[src/rtl/fc_bridge_pkg.sv]
// fc_bridge_pkg: shared constants and buffer type for the FC-to-L2 data bridge
package fc_bridge_pkg;
  localparam logic [31:0] L2_ADDR_LO = 32'h1C00_0000;
  localparam logic [31:0] L2_ADDR_HI = 32'h1C08_0000;
  localparam logic [31:0] ERR_RDATA = 32'h0;
  localparam int ERR_CNT_W = 16;
  typedef struct packed {
    logic [31:0] addr;
    logic we;
    logic [3:0] be;
    logic [31:0] wdata;
  } l2_buf_t;
endpackage

[src/rtl/fc_l2_data_bridge.sv]
// fc_l2_data_bridge: forwards in-window core data requests to the L2 TCDM port, answers out-of-window ones locally with an error
module fc_l2_data_bridge
  import fc_bridge_pkg::*;
#(
  parameter logic [31:0] ADDR_LO = L2_ADDR_LO,
  parameter logic [31:0] ADDR_HI = L2_ADDR_HI,
  parameter int unsigned MAX_OUTSTANDING = 2
) (
  input  logic clk_i,
  input  logic rst_i,
  input  logic core_req_i,
  input  logic [31:0] core_addr_i,
  input  logic core_we_i,
  input  logic [3:0] core_be_i,
  input  logic [31:0] core_wdata_i,
  output logic core_gnt_o,
  output logic core_rvalid_o,
  output logic [31:0] core_rdata_o,
  output logic core_err_o,
  output logic l2_req_o,
  output logic [31:0] l2_add_o,
  output logic l2_wen_o,
  output logic [31:0] l2_wdata_o,
  output logic [3:0] l2_be_o,
  input  logic l2_gnt_i,
  input  logic l2_r_valid_i,
  input  logic [31:0] l2_r_rdata_i,
  input  logic l2_r_opc_i,
  output logic [ERR_CNT_W-1:0] err_count_o
);
  localparam logic [2:0] MAX_W = 3'(MAX_OUTSTANDING);
  logic buf_valid_q, buf_valid_d;
  l2_buf_t buf_q, buf_d;
  logic [2:0] outstanding_q, outstanding_d;
  logic err_pending_q, err_pending_d;
  logic [ERR_CNT_W-1:0] err_count_q, err_count_d;
  logic in_range, l2_hs, rsp_ok, load;
  logic [2:0] inflight;
  always_comb begin
    in_range = core_addr_i >= ADDR_LO && core_addr_i < ADDR_HI;
    inflight = {2'b0, buf_valid_q} + outstanding_q;
    l2_hs = buf_valid_q & l2_gnt_i;
    rsp_ok = l2_r_valid_i & (outstanding_q != 3'd0);
    // buffer may be refilled in the same cycle it hands off to the bus
    core_gnt_o = ~rst_i & core_req_i & ~err_pending_q &
                 (in_range ? (inflight < MAX_W) & (~buf_valid_q | l2_gnt_i) : inflight == 3'd0);
    load = core_gnt_o & in_range;
    buf_valid_d = load | (buf_valid_q & ~l2_gnt_i);
    buf_d = load ? '{addr: core_addr_i, we: core_we_i, be: core_be_i, wdata: core_wdata_i} : buf_q;
    outstanding_d = outstanding_q + {2'b0, l2_hs} - {2'b0, rsp_ok};
    err_pending_d = core_gnt_o & ~in_range;
    err_count_d = err_pending_d && err_count_q != '1 ? err_count_q + 1'b1 : err_count_q;
    core_rvalid_o = ~rst_i & (err_pending_q | rsp_ok);
    core_err_o = ~rst_i & (err_pending_q | l2_r_opc_i);
    core_rdata_o = rst_i | err_pending_q ? ERR_RDATA : l2_r_rdata_i;
    l2_req_o = ~rst_i & buf_valid_q;
    l2_add_o = rst_i ? 32'h0 : buf_q.addr;
    l2_wen_o = rst_i | ~buf_q.we;
    l2_wdata_o = rst_i ? 32'h0 : buf_q.wdata;
    l2_be_o = rst_i ? 4'h0 : buf_q.be;
    err_count_o = err_count_q;
  end
  always_ff @(posedge clk_i) begin
    if (rst_i) begin
      buf_valid_q <= 1'b0;
      buf_q <= '0;
      outstanding_q <= 3'd0;
      err_pending_q <= 1'b0;
      err_count_q <= '0;
    end else begin
      buf_valid_q <= buf_valid_d;
      buf_q <= buf_d;
      outstanding_q <= outstanding_d;
      err_pending_q <= err_pending_d;
      err_count_q <= err_count_d;
    end
  end
endmodule

[config.mk]
export PLATFORM = sky130hd
export DESIGN_NAME = fc_l2_data_bridge
export DESIGN_NICKNAME = d
export VERILOG_FILES = /design/src/rtl/fc_bridge_pkg.sv /design/src/rtl/fc_l2_data_bridge.sv
export SDC_FILE = /design/constraint.sdc
export NUM_CORES = 1
export LEC_CHECK = 0
export CAP_MARGIN = 30
export CORE_ASPECT_RATIO = 1.4
export CORE_MARGIN = 3
export CORE_UTILIZATION = 40
export DETAILED_ROUTE_END_ITERATION = 10
export PLACE_DENSITY = 0.93
export SLEW_MARGIN = 10
export SYNTH_ARGS = -nofsm -noshare
export SYNTH_HDL_FRONTEND = slang
export SYNTH_SLANG_ARGS = --single-unit
[constraint.sdc]
create_clock -name clk_i -period 3.7 [get_ports clk_i]
set_input_delay 0.555 -clock clk_i [delete_from_list [all_inputs] [get_ports clk_i]]
set_output_delay 0.555 -clock clk_i [all_outputs]
set_load 0.02 [all_outputs]
Word-level counts from Yosys, hierarchy flattened:

Index checks and enable logic that the tools add are counted.

* add/subtract/negate cells: 4
* multipliers: 0
* divide/modulo/power cells: 0
* $lt $le $gt $ge: 3
* eq/ne operators: 1
* shifts and indexed selects: 0
* multiplexer cells: 5
* bitwise gates (word level): 24
* reductions and logical operators: 4

Operator list (count)
* $mux 32: 3
* $ge 32x29->1 const B: 1
* $lt 32x29->1 const B: 1
* $add 16x1->16 const B: 1
* $ne 16x16->1 const B: 1
* $and 1x1->1: 12
* $not 1->1: 6
* $or 1x1->1: 6
* $mux 4: 1
* $add 1x3->3: 1
* $add 3x1->3: 1
* $logic_not 3->1: 1
* $lt 3x2->1 const B: 1
* $reduce_bool 3->1: 1
* $sub 3x1->3: 1
* $logic_and 1x1->1: 2
* $mux 1: 1

* register bits after elaboration: 90
* bits in latches: 0
* bits in writable memories: 0
* ROM bits: 0
* input bits: 107
* output and inout port bits: 121
* logic and storage cells: 49
* memories: 0

Longest topological paths before layout:

Gate-level depths: netlist of the first run.

* depth in word-level cells: 7
* depth in mapped cells: 10
* depth with buffers taken out: 7

Worst setup path after synthesis of the first run:

OpenSTA, ideal clock, no wires.

* kind: input to output
* from: input core_addr_i[24]
* to: output core_gnt_o
* arrival: 1.731 ns
* data required time: 3.145 ns
* setup slack: 1.414 ns
* stages: 4
* buffers on the path: 1
* cells stage by stage: nor4b_1 nand4_1 buf_2 a211oi_1

* longest elaborated chain between the ends: 4
* elaborated cells between the ends (all ways): 5
* those cells by class: order compare (2); mux (1); bitwise (1); reduce/logical (1)

Ends and longest elaborated chain
* start: declaration: RTL line fc_l2_data_bridge.sv:12 `input logic [31:0] core_addr_i,`
* $ge 32x29->1 or $lt 32x29->1 (tied branches): RTL line fc_l2_data_bridge.sv:40 `in_range = core_addr_i >= ADDR_LO && core_addr_i < ADDR_HI;`
* $logic_and 1x1->1 (*): RTL line fc_l2_data_bridge.sv:40
* $mux 1 (*): RTL line fc_l2_data_bridge.sv:46 `(in_range ? (inflight < MAX_W) & (~buf_valid_q | l2_gnt_i) : inflight == 3'd0);`
* $and 1x1->1 (*): RTL line fc_l2_data_bridge.sv:45 `core_gnt_o = ~rst_i & core_req_i & ~err_pending_q &`
* end: declaration: RTL line fc_l2_data_bridge.sv:16 `output logic core_gnt_o,`

Mark *: on every way between the ends. The rest lies on a longest branch, timed or not.

Worst setup path after layout of the first run:

* from: register buf_valid_q
* to: output core_gnt_o

* longest elaborated chain between the ends: 5
* elaborated cells between the ends (all ways): 8
* those cells by class: add/sub (1); order compare (1); mux (1); bitwise (4); reduce/logical (1)

Ends and longest elaborated chain
* start: declaration: RTL line fc_l2_data_bridge.sv:32 `logic buf_valid_q, buf_valid_d;`
* start signal: assignment: RTL line fc_l2_data_bridge.sv:71 `buf_valid_q <= buf_valid_d;`
* $add 1x3->3 or $not 1->1 (tied branches): RTL line fc_l2_data_bridge.sv:41, fc_l2_data_bridge.sv:46
* $lt 3x2->1 or $or 1x1->1 (tied branches): RTL line fc_l2_data_bridge.sv:46
* $and 1x1->1: RTL line fc_l2_data_bridge.sv:46
* $mux 1 (*): RTL line fc_l2_data_bridge.sv:46
* $and 1x1->1 (*): RTL line fc_l2_data_bridge.sv:45

Marked as above.

==> results of run 1 <==
## power by group through the flow
| stage | clock, W | sequential [W] | combinational [W] |
|---|---|---|---|
| 6_report | 0.000899 | 0.00101 | 0.000470 |
| 5_1_grt | 0.000969 | 0.00102 | 0.000508 |
| 4_1_cts | 0.000923 | 0.00101 | 0.000475 |
| 3_5_place_dp | 0 | 0.00104 | 0.000470 |
| 3_3_place_gp | 0 | 0.00103 | 0.000454 |
| 2_1_floorplan | 0 | 0.00103 | 0.000232 |
## cell usage after synthesis, types with 3 or more instances
cell	count	share of area
dfxtp_1	90	0.43
o21ai_0	3	0.0036
nor2b_1	74	0.11
nor4_1	3	0.0045
and2_1	43	0.064
ha_1	5	0.015
buf_6	4	0.011
nand3_1	5	0.0060
buf_2	5	0.0060
or3_1	6	0.0090
clkbuf_1	22	0.020
nand4_1	7	0.010
nand2_1	121	0.11
buf_4	3	0.0054
or4_1	4	0.0072
xnor2_1	5	0.010
a21oi_1	62	0.074
nor2_1	23	0.021
inv_1	10	0.0090
## layer usage
layer | track usage | vias up | share of wire
met5 | 0 | - | 0
met4 | 0.127 | 0 | 0.044
met3 | 0.0477 | 41 | 0.068
met2 | 0.399 | 171 | 0.53
met1 | 0.208 | 1987 | 0.36
li1 | - | 2135 | -
## worst reg2reg max path: cells and delay by family (launching register included)
family | cells | cell delay [ns]
simple gates | 4 | 1.13
fa+ha+maj | 2 | 0.52
flops | 1 | 0.35
buf+inv | 1 | 0.30
compound gates | 1 | 0.08
## registers in the layout, indices dropped and copies added (netlist names)
register	cells
buf_q	69
err_pending_q	1
buf_valid_q	1
outstanding_q	3
err_count_o	16
## layout make-up
type	count	area (um^2)
Clock buffer	11	233
Tap cell	135	169
Inverter	10	37.5
Sequential cell	90	1800
Timing Repair Buffer	233	2310
Fill cell	818	3280
Clock inverter	5	60.1
Multi-Input combinational cell	393	2160
## cells by family after synthesis
kind of cell / Yosys count / share of synthesized area
flops: 90 / 0.430
xor+xnor: 7 / 0.0146
buf+inv: 46 / 0.0526
compound gates: 74 / 0.0960
simple gates: 303 / 0.379
mux: 3 / 0.00777
fa+ha+maj: 6 / 0.0197
## layout by cell type, fill, tap and decap left out, types with 2 or more instances in the layout
cell	synthesis	layout
or3_1	6	5
ha_1	5	5
nor2_1	23	23
nor4_1	3	3
nor3_1	2	2
or4_1	4	4
nor2b_1	74	74
clkdlybuf4s50_1	0	226
and2_1	43	43
clkbuf_16	0	9
xnor2_1	5	5
inv_6	0	2
nand3_1	5	5
xor2_1	2	2
and3_1	2	2
and3b_1	2	2
o21ai_0	3	3
clkbuf_1	22	2
buf_4	3	7
inv_1	10	10
a21oi_1	62	62
nand2_1	121	121
and4_1	2	2
dfxtp_1	90	90
nand4_1	7	7
## through the flow
stage / power, W / instances / hold slack (ns) / cell area, um^2
finish: 0.00238 / 877 / 0.450 / 6780
global route: 0.00249 / 877 / 0.469 / 6780
CTS: 0.00241 / 877 / 0.451 / 6780
detailed placement: 0.00151 / 861 / 0.442 / 6490
global placement: 0.00149 / 861 / 0.437 / 6490
floorplan: 0.00127 / 529 / 0.432 / 4190
## final timing paths
path                    start          to  depth (start not counted)
hold reg to reg      buf_q[7]    buf_q[7]                          2
setup reg to reg  buf_valid_q   buf_q[35]                          8
hold / removal       buf_q[7]    buf_q[7]                          2
setup / recovery  buf_valid_q  core_gnt_o                          6
==> metrics.md, run 1 <==
| Metric | Value |
|---|---|
| Outcome | `complete, no violations` |
| Post-synthesis net count | `roughly 640` |
| Util after Layout | `0.674` |
| Sequential share of the synthesized area | `0.430` |
| Gate power share | `0.197` |
| Seq pwr share | `0.426` |
| Worst ir drop on vdd | `0.000228 V` |
| FF+latch count, synth | `90` |
| N_diodes | `0` |
| RSZ-0062 raised after global routing | `no` |
| CTS tree | `built` |
| Setup TNS | `0 ns` |
| Cell family with most CP delay | `buffers and inverters` |
| Worst-path clk slew | `0.07 ns` |
| Maximum capacitance violations | `0` |
| Sw Ratio | `0.255` |
| Num rows | `43` |
| WP buf/inv | `1` |
| Ys async rst share | `0` |
| Die ar. | `11700 um^2` |
| Via-per-instance ratio | `4.94` |
| P_leak | `2.39 nW` |
| IO buf count | `227` |
| First-pass GRT wire length | `20.2 mm` |
| Die Span X | `~92 um` |
| CTS Sinks | `90` |
| Final period util | `0.814` |
| GPL Wtd Cong | `0.958` |
| Root Buffer | `clkbuf_16` |
| Slowest stage delay, CP | `roughly 0.65 ns` |
| Mapped Area | `approximately 4200 um^2` |
| Most frequent CP cell | `ha_1` |
| DRT iter0 DRCs | `186` |
| Mean Syn Cell Area | `slightly below 8 um^2` |
| Final routed DRC violation total | `0` |
| CP Launch Type | `flip-flop` |
| Routed WL per cell | `14.5 um` |
| Tightest Pin Transition | `0.814 ns` |
| Critical Path RT | `3.14 ns` |
| Slowest CP cell | `clkdlybuf4s50_1` |
| Clk buf depth | `2` |
| Drt pass-1 iters | `4` |
| Total grt overflow | `0` |
| Worst R2R Setup Slack | `approximately 1.2 ns` |
| Ports | `228` |
| Crit. End Element | `primary output` |
| Hold Buf Count CTS | `0` |
| Worst Slack Setup Final | `0.689 ns` |
| Max Clock Freq | `332 MHz` |
| Number of setup buffers added after CTS | `0` |
| Starting Density | `0.416` |
| CP Max Fanout | `5` |
| Final Setup Violations | `0` |
| Clock group share of total power | `0.377` |
| Layout cells sized above 1 | `0.0391` |
| Cell area power density | `352 nW/um^2` |
| GR Util All Layers | `0.212` |
| Pin count of the biggest net entering global routing | `slightly below 90` |
| Post-synth EDFFs | `0` |
| Max-Slew Margin vs Limit | `0.457` |
| Area grow syn2layout | `62.0%` |
| H-Tree Depth | `3` |
| Post-CTS resize count | `0` |
| Ys flop type | `dfxtp_1` |
| Int Pwr | `approximately 0.0018 W` |
| Vias in the first global route | `~4300` |
| Switch Pwr | `0.000607 W` |
| CTS buffer count | `9` |
| Routed WL | `between 10 and 15 mm` |
| Worst skew pair latency | `0.34 ns` |
| Dpl hpwl | `9.74 mm` |
| Final nets | `850` |
| Worst-path cell chain | `ha_1 -> ha_1 -> nor4b_4 -> nand2_2 -> a211oi_1 -> clkdlybuf4s50_1` |
| Pre-CTS worst setup slack | `0.706 ns` |
| Mapped Cells | `roughly 530` |
| Crit Path Category | `flip-flop to primary output` |
| Ys Warns | `0` |
| Final Slew Violations | `0` |
| Worst Skew | `about 0.0085 ns` |
| Critical path arrival | `2.46 ns` |
| DIE HEIGHT | `127 um` |
| Hold Crit Class | `flip-flop to flip-flop` |
| Core area | `slightly above 10000 um^2` |
| Final hold viol count | `0` |
| DR vias | `approximately 4300` |
| Antenna violations before repair | `0` |
| Crit path time final | `3.01 ns` |
| Final ANT Viol Nets | `0` |
| Synth unique cells | `47` |
Power figures use the tool's default switching activity.
==> run 2, diff against run 1 <==
--- a/config.mk
+++ b/config.mk
@@ -8,9 +8,9 @@
 export CAP_MARGIN = 30
 export CORE_ASPECT_RATIO = 1.4
 export CORE_MARGIN = 3
-export CORE_UTILIZATION = 40
+export CORE_UTILIZATION = 39
 export DETAILED_ROUTE_END_ITERATION = 10
-export PLACE_DENSITY = 0.93
+export PLACE_DENSITY = 0.92
 export SLEW_MARGIN = 10
 export SYNTH_ARGS = -nofsm -noshare
 export SYNTH_HDL_FRONTEND = slang
==> constraint.sdc (replaced) <==
create_clock -name clk_i -period 2.8 [get_ports clk_i]
set_input_delay 0.42 -clock clk_i [delete_from_list [all_inputs] [get_ports clk_i]]
set_output_delay 0.42 -clock clk_i [all_outputs]
set_load 0.02 [all_outputs]
==> run 2 against run 1 <==
  * Register-to-register slack worse by 0.79 ns
  * Via count is 0.62% lower
  * Cell area is 1.0% higher
  * Final cell count is 0.34% higher
  * Worst setup slack worse by 0.54 ns
  * Clock skew is 0.0037 ns lower
  * Non-clock buffer count stayed put
  * Utilization is 1.6 points lower
  * Hold slack hardly changed
  * Clock-buffer cell count is 1 higher
  * Total power is 36% higher
  * Critical path depth stayed put
  * Critical endpoint unchanged
  * Largest cell class unchanged
  * Highest routed layer unchanged
==> metrics.md, run 2 (synthesized netlist as in run 1, its figures left out) <==
| Metric | Value |
|---|---|
| GPL Wtd Cong | `0.791` |
| Setup TNS | `0 ns` |
| Final Slew Violations | `0` |
| CP Launch Type | `flip-flop` |
| Core area | `10400 um^2` |
| Outcome | `complete, no violations` |
| Crit. End Element | `primary output` |
| Final nets | `850` |
| CTS tree | `built` |
| Critical path arrival | `2.23 ns` |
| Fillers | `approximately 820` |
| Worst skew pair latency | `0.33 ns` |
| Max FFs per register | `69` |
| DR vias | `4307` |
| Max Clock Freq | `378 MHz` |
| GR Util All Layers | `0.199` |
| Hold Buf Count CTS | `0` |
| Total grt overflow | `0` |
| R2R Path Start | `buf_valid_q` |
| Maximum capacitance violations | `0` |
| RSZ-0062 raised after global routing | `no` |
| Pin count of the biggest net entering global routing | `93` |
| GR Layer Usage met2 | `0.375` |
| Num rows | `44` |
| Die Span X | `a little over 90 um` |
| Ports | `228` |
| DIE HEIGHT | `129 um` |
| Hold path depth | `2` |
| WHS | `0.450 ns` |
| CP Max Fanout | `5` |
| Met3 usage | `0.0398` |
| P_leak | `2.43 nW` |
| N_diodes | `0` |
| Hold Crit Class | `flip-flop to flip-flop` |
| GRT met1 Usage | `0.207` |
| Die ar. | `about 12000 um^2` |
| Cell area power density | `472 nW/um^2` |
| Worst Skew | `0.00471 ns` |
| Layout cells sized above 1 | `0.0418` |
| Starting Density | `0.402` |
| Worst-path clk slew | `about 0.060 ns` |
| CTS Sinks | `90` |
| Critical Path RT | `approximately 2.4 ns` |
| R2r endpoint | `buf_q[4]` |
| Antenna violations before repair | `0` |
| Routed WL per cell | `14.2 um` |
| Crit path time final | `2.65 ns` |
| Final ANT Viol Nets | `0` |
| Cell Area, Placed | `6530 um^2` |
| Final period util | `0.945` |
| Tightest Pin Transition | `between 0.5 and 0.6 ns` |
| First-pass GRT wire length | `just under 20 mm` |
| H-Tree Depth | `3` |
| Largest reg by FF count | `buf_q` |
| Cells on worst reg2reg path | `8` |
| Crit Path Category | `flip-flop to primary output` |
| Vias in the first global route | `4163` |
| IO buf count | `227` |
| DRT iter0 DRCs | `167` |
| Final Setup Violations | `0` |
| Busiest grt layer | `met2` |
| Most common cell after layout, fill and taps aside | `clkdlybuf4s50_1` |
| CP startpoint | `buf_valid_q` |
| Via-per-instance ratio | `4.89` |
| Dpl hpwl | `roughly 9.5 mm` |
| Worst R2R Setup Slack | `between 0.3 and 0.4 ns` |
| Number of setup buffers added after CTS | `0` |
| Drt pass-1 iters | `4` |
| Crit path to | `core_gnt_o` |
| Area grow syn2layout | `63.6%` |
| Clk buf depth | `2` |
| Final hold viol count | `0` |
| Routed WL | `~12 mm` |
| Root Buffer | `clkbuf_16` |
| Final routed DRC violation total | `0` |
| Worst ir drop on vdd | `between 0.0003 and 0.0004 V` |
| Commonest cells after routing, fill and taps aside | `225 x clkdlybuf4s50_1, 121 x nand2_1, 90 x dfxtp_1` |
| Max-Slew Margin vs Limit | `0.616` |
| CTS buffer count | `9` |
| Post-route cell area | `6850 um^2` |
-- run 2: changes by cell type in the layout (fill, tap and decap cells not counted), sizes merged --
| cell | previous run | this run |
|---|---|---|
| clkdlybuf4s50 | 226 | 225 |
| clkinv | 1 | 0 |
| clkbuf | 11 | 12 |
| dlygate4sd2 | 0 | 1 |
-- run 2: worst min path at each step --
stage,startpoint,end,slack (ns)
after floorplan,buf_q[0],buf_q[0],0.43
after global placement,buf_q[3],buf_q[3],0.44
after detailed placement,buf_q[7],buf_q[7],0.44
after CTS,buf_q[7],buf_q[7],0.45
after global routing,buf_q[5],buf_q[5],0.47
final,buf_q[10],buf_q[10],0.45
-- run 2: final cells by class --
class,instances,area [um^2],area share
tap,138,173,0.0252
multi-input combinational,393,2160,0.316
clock buffer,12,267,0.0389
sequential,90,1800,0.263
clock inverter,4,55.1,0.00804
inverter,10,37.5,0.00548
timing repair buffer,233,2350,0.343
-- run 2: through the flow --
stage                     std cells  power (W)   util  setup slack, ns
after floorplan                 529    0.00167      -            0.630
after global routing            880    0.00337  0.658           0.0616
after global placement          864    0.00197  0.627            0.106
after detailed placement        864    0.00200  0.627           0.0225
after CTS                       880    0.00327  0.658            0.116
final                           880    0.00323  0.658            0.154
-- run 2: critical path, stage by stage (launching register included) --
cell and delay, ns:
dfxtp_1 0.35, ha_1 0.21, ha_1 0.32, nor4b_4 0.28
nand2_2 0.16, a211oi_1 0.22, dlygate4sd2_1 0.37
-- run 2: per-layer routing --
layer	share of wire	wire, um	vias up
li1	-	-	2136
met1	0.36	4480	1948
met2	0.52	6550	191
met3	0.081	1010	32
met4	0.035	441	0
met5	0	0	-
-- run 2: power by group --
group,internal (W),switching [W]
combinational,0.000341,0.000279
sequential,0.00131,0.0000344
clock,0.000771,0.000501
total,0.00242,0.000814
-- run 2: repair_timing --
item                                    in CTS  in global routing
endpoints found under the setup margin       1                  0
hold endpoints to repair                     0                  0
resized for setup                            1                  0
==> run 3, diff against run 2 <==
--- a/config.mk
+++ b/config.mk
@@ -10,6 +10,7 @@
 export CORE_MARGIN = 3
 export CORE_UTILIZATION = 39
 export DETAILED_ROUTE_END_ITERATION = 10
+export GPL_ROUTABILITY_DRIVEN = 0
 export PLACE_DENSITY = 0.92
 export SLEW_MARGIN = 10
 export SYNTH_ARGS = -nofsm -noshare
==> results of run 3 <==
Final layout, timing and power as in run 2 (identical DEF).
==> RTL change (flow settings as in run 1) <==
Set the package constant `ERR_CNT_W` to 20 (it was 16).
--- a/src/rtl/fc_bridge_pkg.sv
+++ b/src/rtl/fc_bridge_pkg.sv
@@ -5,3 +5,3 @@
   localparam logic [31:0] ERR_RDATA = 32'h0;
-  localparam int ERR_CNT_W = 16;
+  localparam int ERR_CNT_W = 20;
   typedef struct packed {
Interface: changed (resized err_count_o); port bits go from 228 to 232. The function was not compared with the original's and may differ.
==> RTL change against run 1 <==
- die area rose by 5.6%
- worst setup slack got worse by 0.18 ns
- wire length rose by 6.2%
- final area rose by 4.7%
- count of clock-buffer cells in the layout fell by 2
- total power rose by 8.9%
- area after synthesis rose by 5.9%
- maximum frequency fell by 5.6%
- sequential cell count rose by 4
- critical endpoint unchanged
- largest power group unchanged
==> RTL change: results (changes against run 1) <==
metric	value	unit	change
cts_root_buf	clkbuf_16		
grt_pass1_vias	4325		-0.18%
cts_buffer_depth	2		unchanged
seq_area_frac_synth	42.45	%	-0.60 points
drive_above_1_share	4.480	%	+0.57 points
fillers	833		+1.8%
critPathMaxStageDelay	0.63	ns	-0.02 ns
grt_remaining_overflow	0		unchanged
cts_setup_buffers	0		unchanged
largest_register	buf_q		
synth_common_cells	118 x nand2_1, 94 x dfxtp_1, 75 x nor2b_1, 71 x a21oi_1, 44 x and2_1		
drtIter0Drc	178		-4.3%
yosysUniqueCellTypes	44		-6.4%
status	completed		
antenna_found_initial	0		unchanged
largest_register_ffs	69		unchanged
grt_pass1_wl	21090	um	+4.4%
crit_slowest_cell	clkdlybuf4s50_1		
yosysTopAreaCell	dfxtp_1		
synth.area.top_cells	dfxtp_1 42%, nor2b_1 11%, nand2_1 10%		
dp_slack	0.4727	ns	-0.2329 ns
async_reset_ff_share	0	%	unchanged
grt_start_max_net_pins	158		+80%
hpwl	10040	um	+3.1%
synth_nets	659		+2.6%
grt_usage	21.60	%	+0.37 points
arrival	2.64	ns	+0.18 ns
vias_per_cell	4.890		-1.1%
dr.pass1.iters	5		+1
routed_wl	13500	um	+6.2%
hold_class	reg2reg		
skew	0.006405	ns	-0.002049 ns
htreeDepth	3		unchanged
gp_congestion	0.7832		-18%
relSlewSlack	51.82	%	+6.1 points
vdd_drop_max	0.0002919	V	+28%
leakage	0.002470	uW	+3.2%
port_buffers	231		+1.8%
drc	0		unchanged
cp_max_fo	7		+2
ys_warn_count	0		unchanged
final_net_count	867		+2.0%
-- RTL change: through the flow --
stage,std cells,util [%],area [um2]
2_1_floorplan,546,-,4433
3_3_place_gp,881,63.86,6750
3_5_place_dp,881,63.86,6750
5_1_grt,897,67.13,7096
4_1_cts,897,67.13,7096
6_report,897,67.13,7096
-- RTL change: worst min-delay path, cell delays in order (launching register included) --
cell     delay (ns)
dfxtp_1        0.30
nand2_1        0.05
a21oi_1        0.05
-- RTL change: per-layer routing --
metal  track usage [%]  routed length (um)  up-vias
li1                  -                   -     2201
met1             25.10                5296     2033
met2             38.12                7117      126
met3             4.009                 686       26
met4             10.03                 402        0
met5                 0                   0        -
-- RTL change: area by class of cell --
cell class	count	area, um2	area share (%)
Multi-Input combinational cell	408	2328	32.82
Timing Repair Buffer	233	2337	32.94
Clock buffer	9	225.2	3.174
Sequential cell	94	1882	26.52
Inverter	8	30.03	0.4232
Tap cell	138	172.7	2.433
Clock inverter	7	120.1	1.693
-- RTL change: final timing paths --
check	start	cells after the start	slack [ns]	to
setup / recovery	core_addr_i[24]	6	0.51	core_gnt_o
hold reg to reg	buf_q[3]	2	0.45	buf_q[3]
setup reg to reg	buf_valid_q	7	1.35	err_count_o[15]
hold / removal	buf_q[3]	2	0.45	buf_q[3]
-- RTL change: report_power, final --
| group | internal (uW) | leakage, uW | total [uW] | switching (uW) |
|---|---|---|---|---|
| logic | 265 | 0.00155 | 483 | 218 |
| registers | 1030 | 0.000758 | 1060 | 27.6 |
| clock network | 662 | 0.000166 | 1050 | 391 |
| total | 1960 | 0.00247 | 2600 | 636 |
-- RTL change: logic make-up after synthesis --
logic type | after synthesis | share of synthesized area (%)
AO/OA/AOI/OAI | 89 | 11.12
adder cells (fa/ha/maj) | 6 | 1.863
flip-flops | 94 | 42.45
multiplexers | 5 | 1.214
AND/OR/NAND/NOR | 304 | 37.40
XOR/XNOR | 4 | 0.7904
buffers and inverters | 44 | 5.165
